$ cat config.mk
export PLATFORM = sky130hd
export DESIGN_NAME = rf_write_arbiter
export DESIGN_NICKNAME = d
export VERILOG_FILES = /design/src/rtl/core_pkg.sv /design/src/rtl/rf_write_arbiter_rr_picker.sv /design/src/rtl/rf_write_arbiter.sv
export SDC_FILE = /design/constraint.sdc
export NUM_CORES = 1
export LEC_CHECK = 0
export CAP_MARGIN = 10
export CORE_AREA = 2 2 47 49
export CTS_BUF_LIST = sky130_fd_sc_hd__clkbuf_8
export CTS_CLUSTER_DIAMETER = 120
export DETAILED_ROUTE_END_ITERATION = 6
export DIE_AREA = 0 0 49 51
export DONT_BUFFER_PORTS = 1
export GPL_TIMING_DRIVEN = 1
export SKIP_CTS_REPAIR_TIMING = 1
export SYNTH_ARGS = -nofsm -noshare
export SYNTH_HDL_FRONTEND = slang
export SYNTH_SLANG_ARGS = --single-unit
$ cat constraint.sdc
create_clock -name clk -period 1.63 [get_ports clk]
set_input_delay 0.2445 -clock clk [delete_from_list [all_inputs] [get_ports clk]]
set_output_delay 0.2445 -clock clk [all_outputs]
set_load 0.05 [all_outputs]
$ cat src/rtl/core_pkg.sv
// Shared register-file writeback types and helpers.
//   rf_write_req_t : {addr, data, en} request to a register-file write port
//   rf_write_rsp_t : {done} completion returned to the requester
//   rf_arb_state_e : write-port arbiter FSM states
//   RF_WB_PORTS    : default number of writeback requesters
//   wrap_inc       : modulo increment used for round-robin pointers
package core;

    localparam int RF_ADDR_W   = 5;
    localparam int RF_DATA_W   = 32;
    localparam int RF_WB_PORTS = 2;

    typedef struct packed {
        logic [RF_ADDR_W-1:0] addr;
        logic [RF_DATA_W-1:0] data;
        logic                 en;
    } rf_write_req_t;

    typedef struct packed {
        logic done;
    } rf_write_rsp_t;

    typedef enum logic {
        IDLE  = 1'b0,
        GRANT = 1'b1
    } rf_arb_state_e;

    function automatic int unsigned wrap_inc(input int unsigned idx, input int unsigned n);
        return (idx + 1 >= n) ? 0 : idx + 1;
    endfunction

endpackage

$ cat src/rtl/rf_write_arbiter_rr_picker.sv
// Combinational round-robin picker: returns the first set bit of req_vec at
// or after ptr, wrapping cyclically.
//   req_vec : in  NUM_REQ  request bits
//   ptr     : in  IDX_W    search start position
//   found   : out 1        any request bit set
//   idx     : out IDX_W    selected index (0 when none found)
module rr_picker #(
    parameter int NUM_REQ = 2,
    parameter int IDX_W   = (NUM_REQ > 1) ? $clog2(NUM_REQ) : 1
) (
    input  logic [NUM_REQ-1:0] req_vec,
    input  logic [IDX_W-1:0]   ptr,
    output logic               found,
    output logic [IDX_W-1:0]   idx
);

    logic [IDX_W-1:0] cand;

    // Walk offsets from farthest to nearest so the nearest hit wins.
    always_comb begin
        found = |req_vec;
        idx   = '0;
        cand  = '0;
        for (int off = NUM_REQ - 1; off >= 0; off--) begin
            cand = IDX_W'((int'(ptr) + off) % NUM_REQ);
            if (req_vec[cand]) begin
                idx = cand;
            end
        end
    end

endmodule

$ cat src/rtl/rf_write_arbiter.sv
// Shares one register-file write port among NUM_REQ writeback requesters.
// Round-robin arbitration with a registered grant held until the port
// reports done; x0 writes are retired locally without arbitration.
//   clk       : in  clock
//   rst       : in  asynchronous active-low reset
//   req       : in  per-requester write requests
//   rsp       : out per-requester done
//   rf_req    : out request to the register-file write port
//   rf_rsp    : in  response from the register-file write port
//   grant_vec : out one-hot owner, 0 when idle
//   busy      : out high while a grant is held
//
// state | meaning
// IDLE  | no owner; arbitrate among candidates, register the winner
// GRANT | owner gnt_idx drives the port until done or it drops en
module rf_write_arbiter
    import core::*;
#(
    parameter int NUM_REQ = RF_WB_PORTS,
    parameter int IDX_W   = (NUM_REQ > 1) ? $clog2(NUM_REQ) : 1
) (
    input  logic                          clk,
    input  logic                          rst,
    input  rf_write_req_t [NUM_REQ-1:0]   req,
    output rf_write_rsp_t [NUM_REQ-1:0]   rsp,
    output rf_write_req_t                 rf_req,
    input  rf_write_rsp_t                 rf_rsp,
    output logic [NUM_REQ-1:0]            grant_vec,
    output logic                          busy
);

    rf_arb_state_e      state_q, state_d;
    logic [IDX_W-1:0]   ptr_q, ptr_d;
    logic [IDX_W-1:0]   gnt_idx_q, gnt_idx_d;

    logic [NUM_REQ-1:0] cand_vec;
    logic               pick_found;
    logic [IDX_W-1:0]   pick_idx;
    logic [IDX_W-1:0]   ptr_after_gnt;
    rf_write_req_t      owner_req;

    // x0 writes are never candidates; they retire on the local path.
    always_comb begin
        for (int i = 0; i < NUM_REQ; i++) begin
            cand_vec[i] = req[i].en && (req[i].addr != '0);
        end
    end

    rr_picker #(
        .NUM_REQ (NUM_REQ),
        .IDX_W   (IDX_W)
    ) u_picker (
        .req_vec (cand_vec),
        .ptr     (ptr_q),
        .found   (pick_found),
        .idx     (pick_idx)
    );

    assign owner_req     = req[gnt_idx_q];
    assign ptr_after_gnt = IDX_W'(wrap_inc(int'(gnt_idx_q), NUM_REQ));

    always_ff @(posedge clk or negedge rst) begin
        if (!rst) begin
            state_q   <= IDLE;
            ptr_q     <= '0;
            gnt_idx_q <= '0;
        end else begin
            state_q   <= state_d;
            ptr_q     <= ptr_d;
            gnt_idx_q <= gnt_idx_d;
        end
    end

    always_comb begin
        state_d   = state_q;
        ptr_d     = ptr_q;
        gnt_idx_d = gnt_idx_q;
        case (state_q)
            IDLE: begin
                if (pick_found) begin
                    state_d   = GRANT;
                    gnt_idx_d = pick_idx;
                end
            end
            GRANT: begin
                // An owner that drops en releases the port just like done.
                if (!owner_req.en || rf_rsp.done) begin
                    state_d = IDLE;
                    ptr_d   = ptr_after_gnt;
                end
            end
            default: state_d = IDLE;
        endcase
    end

    always_comb begin
        rf_req    = '0;
        grant_vec = '0;
        busy      = 1'b0;
        for (int i = 0; i < NUM_REQ; i++) begin
            rsp[i].done = rst && req[i].en && (req[i].addr == '0);
        end
        if (state_q == GRANT) begin
            rf_req    = owner_req;
            rf_req.en = owner_req.en && rst;
            grant_vec = NUM_REQ'(1) << gnt_idx_q;
            busy      = 1'b1;
            if (owner_req.en && rf_rsp.done && rst) begin
                rsp[gnt_idx_q].done = 1'b1;
            end
        end
    end

endmodule

Word level (Yosys, flattened, before mapping) --
Cells that the tools add are included.
Storage, ports and cells: bits in registers 3, input port bits 79, output and inout port bits 43
Operators by class: $add $sub $neg 2, $lt $le $gt $ge 5, shift-type cells 1, muxes and demuxes 19, bitwise operators 2, reductions and logical operators 19
Operators with widths (number):
- $mux W38 | 3
- $mux W1 | 11
- $logic_and A1 B1 Y1 | 10
- $logic_not A5 Y1 | 2
- $reduce_bool A5 Y1 | 2
- $lt A1 B2 Y1 const B | 3
- $mux W2 | 3
- $reduce_and A2 Y1 | 2
- $add A1 B1 Y2 const B | 1
- $ge A2 B2 Y1 const B | 1
- $or A2 B2 Y2 | 1
- $pmux W1 S2 | 1
- $reduce_or A2 Y1 | 1
- $shl A1 B1 Y2 const A | 1
- $add A1 B1 Y1 const B | 1
- $demux W1 S1 | 1
- $ge A1 B1 Y1 const B | 1
- $logic_not A1 Y1 | 1
- $logic_or A1 B1 Y1 | 1
- $not A1 Y1 | 1

Logic depth before layout (Yosys ltp) --
depth after elaboration 7, mapped depth 5, mapped depth without buffers 4

By module --
Synthesis repeated with hierarchy kept, for this count alone.
Unflattened totals: cell total of the unflattened synthesis 117, area total of the unflattened synthesis 850.8 µm²
Modules (own cells, without submodules):
- rf_write_arbiter | instances 1, cells each 114, area an instance 833.3 µm², sequential area each 75.1 µm²
- rr_picker | instances 1, cells each 3, area an instance 17.5 µm², sequential area each 0.0 µm²

Worst setup path after synthesis --
No wires, ideal clock.
path kind reg2out, start point register state_q, end point output port rsp[1] in the netlist's numbering, data arrival time 1.960 ns, data required time 1.385 ns, slack -0.575 ns, stages on the path, launching flop included 5, cells stage by stage dfrtp_1 > clkbuf_2 > and2_1 > o2bb2ai_1 > and3_1
RTL lines:
- start: declaration | line rf_write_arbiter.sv:32 | rf_arb_state_e state_q, state_d;
- start signal: assignment | line rf_write_arbiter.sv:68 | state_q <= state_d;
- end: declaration | line rf_write_arbiter.sv:25 | output rf_write_rsp_t [NUM_REQ-1:0] rsp,

==> flow_summary_export.csv <==
group,metric,value,unit
power,power_density,2860,mW/mm^2
power,p_leak,0.000880,uW
logic_synthesis,syn_area,881,sq um
logic_synthesis,syn_inst,111,
sta,rsz0062_at_grt,"true",
sta,maxSlewViolCount,0,
worst_setup_path,cp_slowest_cell,"dfrtp_2",
cts,cts_buffers,3,
cells_and_area,final_common_cell,"buf_12",
placement,place_inst,173,
worst_setup_path,critPathMaxFanout,19,
outcome,status,"complete, but fails checks",
power,p_sw,2910,uW
floorplan,rows,17,
worst_setup_path,worst_path_most_repeated_cell,"buf_12",
sta,worst_pin_slew,310,ps
worst_hold_path,hp-class,"primary input to flop",
cells_and_area,layout_common_cells,"buf_12, nor2b_2, mux2i_1",
routing,drcViolationCount,0,
logic_synthesis,yosys_warnings,0,
routing,drtIter0Drc,20,
worst_setup_path,crit_path_max_incr_delay,460,ps
global_routing,grt_max_degree,20,
worst_setup_path,crit_chain,"buf_12, mux2i_1, nor2b_2, buf_12",
logic_synthesis,synth_top_area_share,42.0,%
logic_synthesis,synth_cell_types,24,
cts,clock_path_buffers,2,
global_routing,grtUsageMet2,58.2,%
worst_setup_path,cp-end-kind,"output port",
sta,post-route-worst-setup-slack,-136,ps
routing,drt-wirelength-per-cell,28.1,microns
sta,min_period,1770,ps
global_routing,grt_pass1_wl,5700,microns
placement,io_buffer_count,0,
cts,clkLatencyLatePin,220,ps
routing,vias,1144,
worst_setup_path,required,1390,ps
worst_setup_path,r2r_cells,4,
routing,viasPerCell,6.36,
cts,tritoncts,"yes",
floorplan,core,0.00206,sq mm
sta,slew-limit-headroom,78.7,%
logic_synthesis,syn_avg_cell_area,7.94,sq um
floorplan,die_x,49,microns
logic_synthesis,seq_area_frac_synth,8.52,%
routing,detail-route-antenna-nets,0,
power,clkPwrFrac,4.1,%
power,internal_power,2650,uW
global_routing,met1_usage,29.2,%
power,switching_share,52.4,%
logic_synthesis,synthesis.nets,190,
sta,fmax,566,MHz
power,combinationalPowerShare,92.0,%
sta,hold_viol_final,0,
worst_setup_path,rrSetupSlack,170,ps
sta,finalSetupViolations,26,
global_routing,grt_usage,29.9,%
floorplan,fp.dieArea,0.00250,sq mm
placement,hpwl,2990,microns
global_routing,grt_pass1_vias,1157,
global_routing,antenna_found_initial,0,
power,seq_power_share,3.9,%
sta,timing.hold.ws,272,ps
sta,timing.setup.tns,-1110,ps
placement,gp_congestion,0.711,
floorplan,io_pins,122,
worst_setup_path,startpoint_type,"flop",
sta,fin_worst_skew,0.279,ps
logic_synthesis,synth_area_leader_cell,"mux2i_1",
cells_and_area,layout.nets,232,
worst_hold_path,hold_depth,2,
cts,cts_root_buf,"clkbuf_8",
floorplan,start_util,42.7,%
cts,h-tree-depth,1,
cts,clock_sinks,3,
logic_synthesis,yosys-top-cells-area,"mux2i_1, nor2b_1, dfrtp_1",
sta,finalCritPeriodShare,108,%
cells_and_area,area_growth,120,%
routing,drt_first_pass_iters,4,
cts,clk_pin_slew,40,ps
logic_synthesis,ys_seq_elements,3,
worst_setup_path,arrival,1520,ps
global_routing,overflow,0,
power,ir_drop,1.96,mV
cells_and_area,insertedDiodeCount,0,
worst_setup_path,path_class,"flop to output port",
flow_run,cap_viol_max_count,0,
global_routing,grtUsageMet3,9.36,%
placement,place_ws,120,ps
outcome,violations,"setup timing",
cells_and_area,drive_above_1_share,67.8,%
routing,wirelength,5070,microns
global_routing,top_usage_layer,"met2",
cells_and_area,fin_cells,180,
floorplan,die_h,51,microns
[cells in the mapped netlist]
cell	n
o21ai_1	1
and3_1	3
nor2_1	2
nor2b_1	38
and2_1	1
clkbuf_2	1
o2bb2ai_1	1
buf_2	4
a221o_1	1
dfrtp_1	3
nand2_1	4
a21boi_0	1
a21oi_1	1
clkbuf_1	4
mux2_1	1
o21ai_0	1
inv_1	1
o21ai_2	1
o21bai_1	1
mux2i_1	37
a21bo_2	1
or4_4	1
buf_6	1
nor3_1	1
[logic make-up (layout without fill, tap and decap cells)]
| logic type | Yosys count | count (layout) | share of synthesized area (%) |
|---|---|---|---|
| multiplexers | 38 | 38 | 43.3 |
| flip-flops | 3 | 3 | 8.52 |
| AND/OR/NAND/NOR | 50 | 50 | 34.2 |
| AO/OA/AOI/OAI | 9 | 9 | 7.67 |
| buffers and inverters | 11 | 52 | 6.25 |
[routing by layer]
metal	up-vias	wire, microns
met5	-	0
met4	0	256
met3	25	458
met2	105	2730
met1	545	1620
li1	469	-
[power groups by stage]
| stage | Clock [uW] | Combinational (uW) | Sequential, uW |
|---|---|---|---|
| floorplan | 0 | 2830 | 175 |
| CTS | 225 | 4860 | 215 |
| finish | 229 | 5110 | 218 |
| detailed placement | 0 | 4820 | 210 |
| global route | 235 | 5190 | 222 |
| global placement | 0 | 4710 | 204 |
[registers in the layout, indices dropped and copies added (netlist names)]
signal,count
ptr_q,1
state_q,1
gnt_idx_q,1
[cell type report]
cell class	count	area [sq um]
timing repair buffer	47	860
clock inverter	1	3.75
clock buffer	3	41.3
tap	28	35.0
sequential	3	77.6
inverter	1	3.75
multi-input combinational	97	921
fill	45	121
[path summary, 6_finish.rpt]
kind                           start    endpoint
setup / recovery           gnt_idx_q  rf_req[32]
hold / removal                req[0]   gnt_idx_q
setup reg to reg           gnt_idx_q       ptr_q
hold reg to reg                ptr_q   gnt_idx_q
max in group asynchronous        rst     state_q
min in group asynchronous        rst       ptr_q
[worst max-delay path: cells and delay by family, from the launching register on]
| family | cells | cell delay (ps) |
|---|---|---|
| AND/OR/NAND/NOR | 1 | 110 |
| multiplexers | 1 | 340 |
| flip-flops | 1 | 460 |
| buffers and inverters | 2 | 370 |
[per-stage QoR]
step | area [sq um] | utilization [%] | total power (uW)
after floorplan | 1000 | - | 3000
after global placement | 1820 | 88.1 | 4910
after detailed placement | 1820 | 88.1 | 5030
after CTS | 1860 | 90.2 | 5300
after global routing | 1940 | 94.1 | 5650
final | 1940 | 94.1 | 5560
Note: power is estimated with default switching activity, not from simulation.
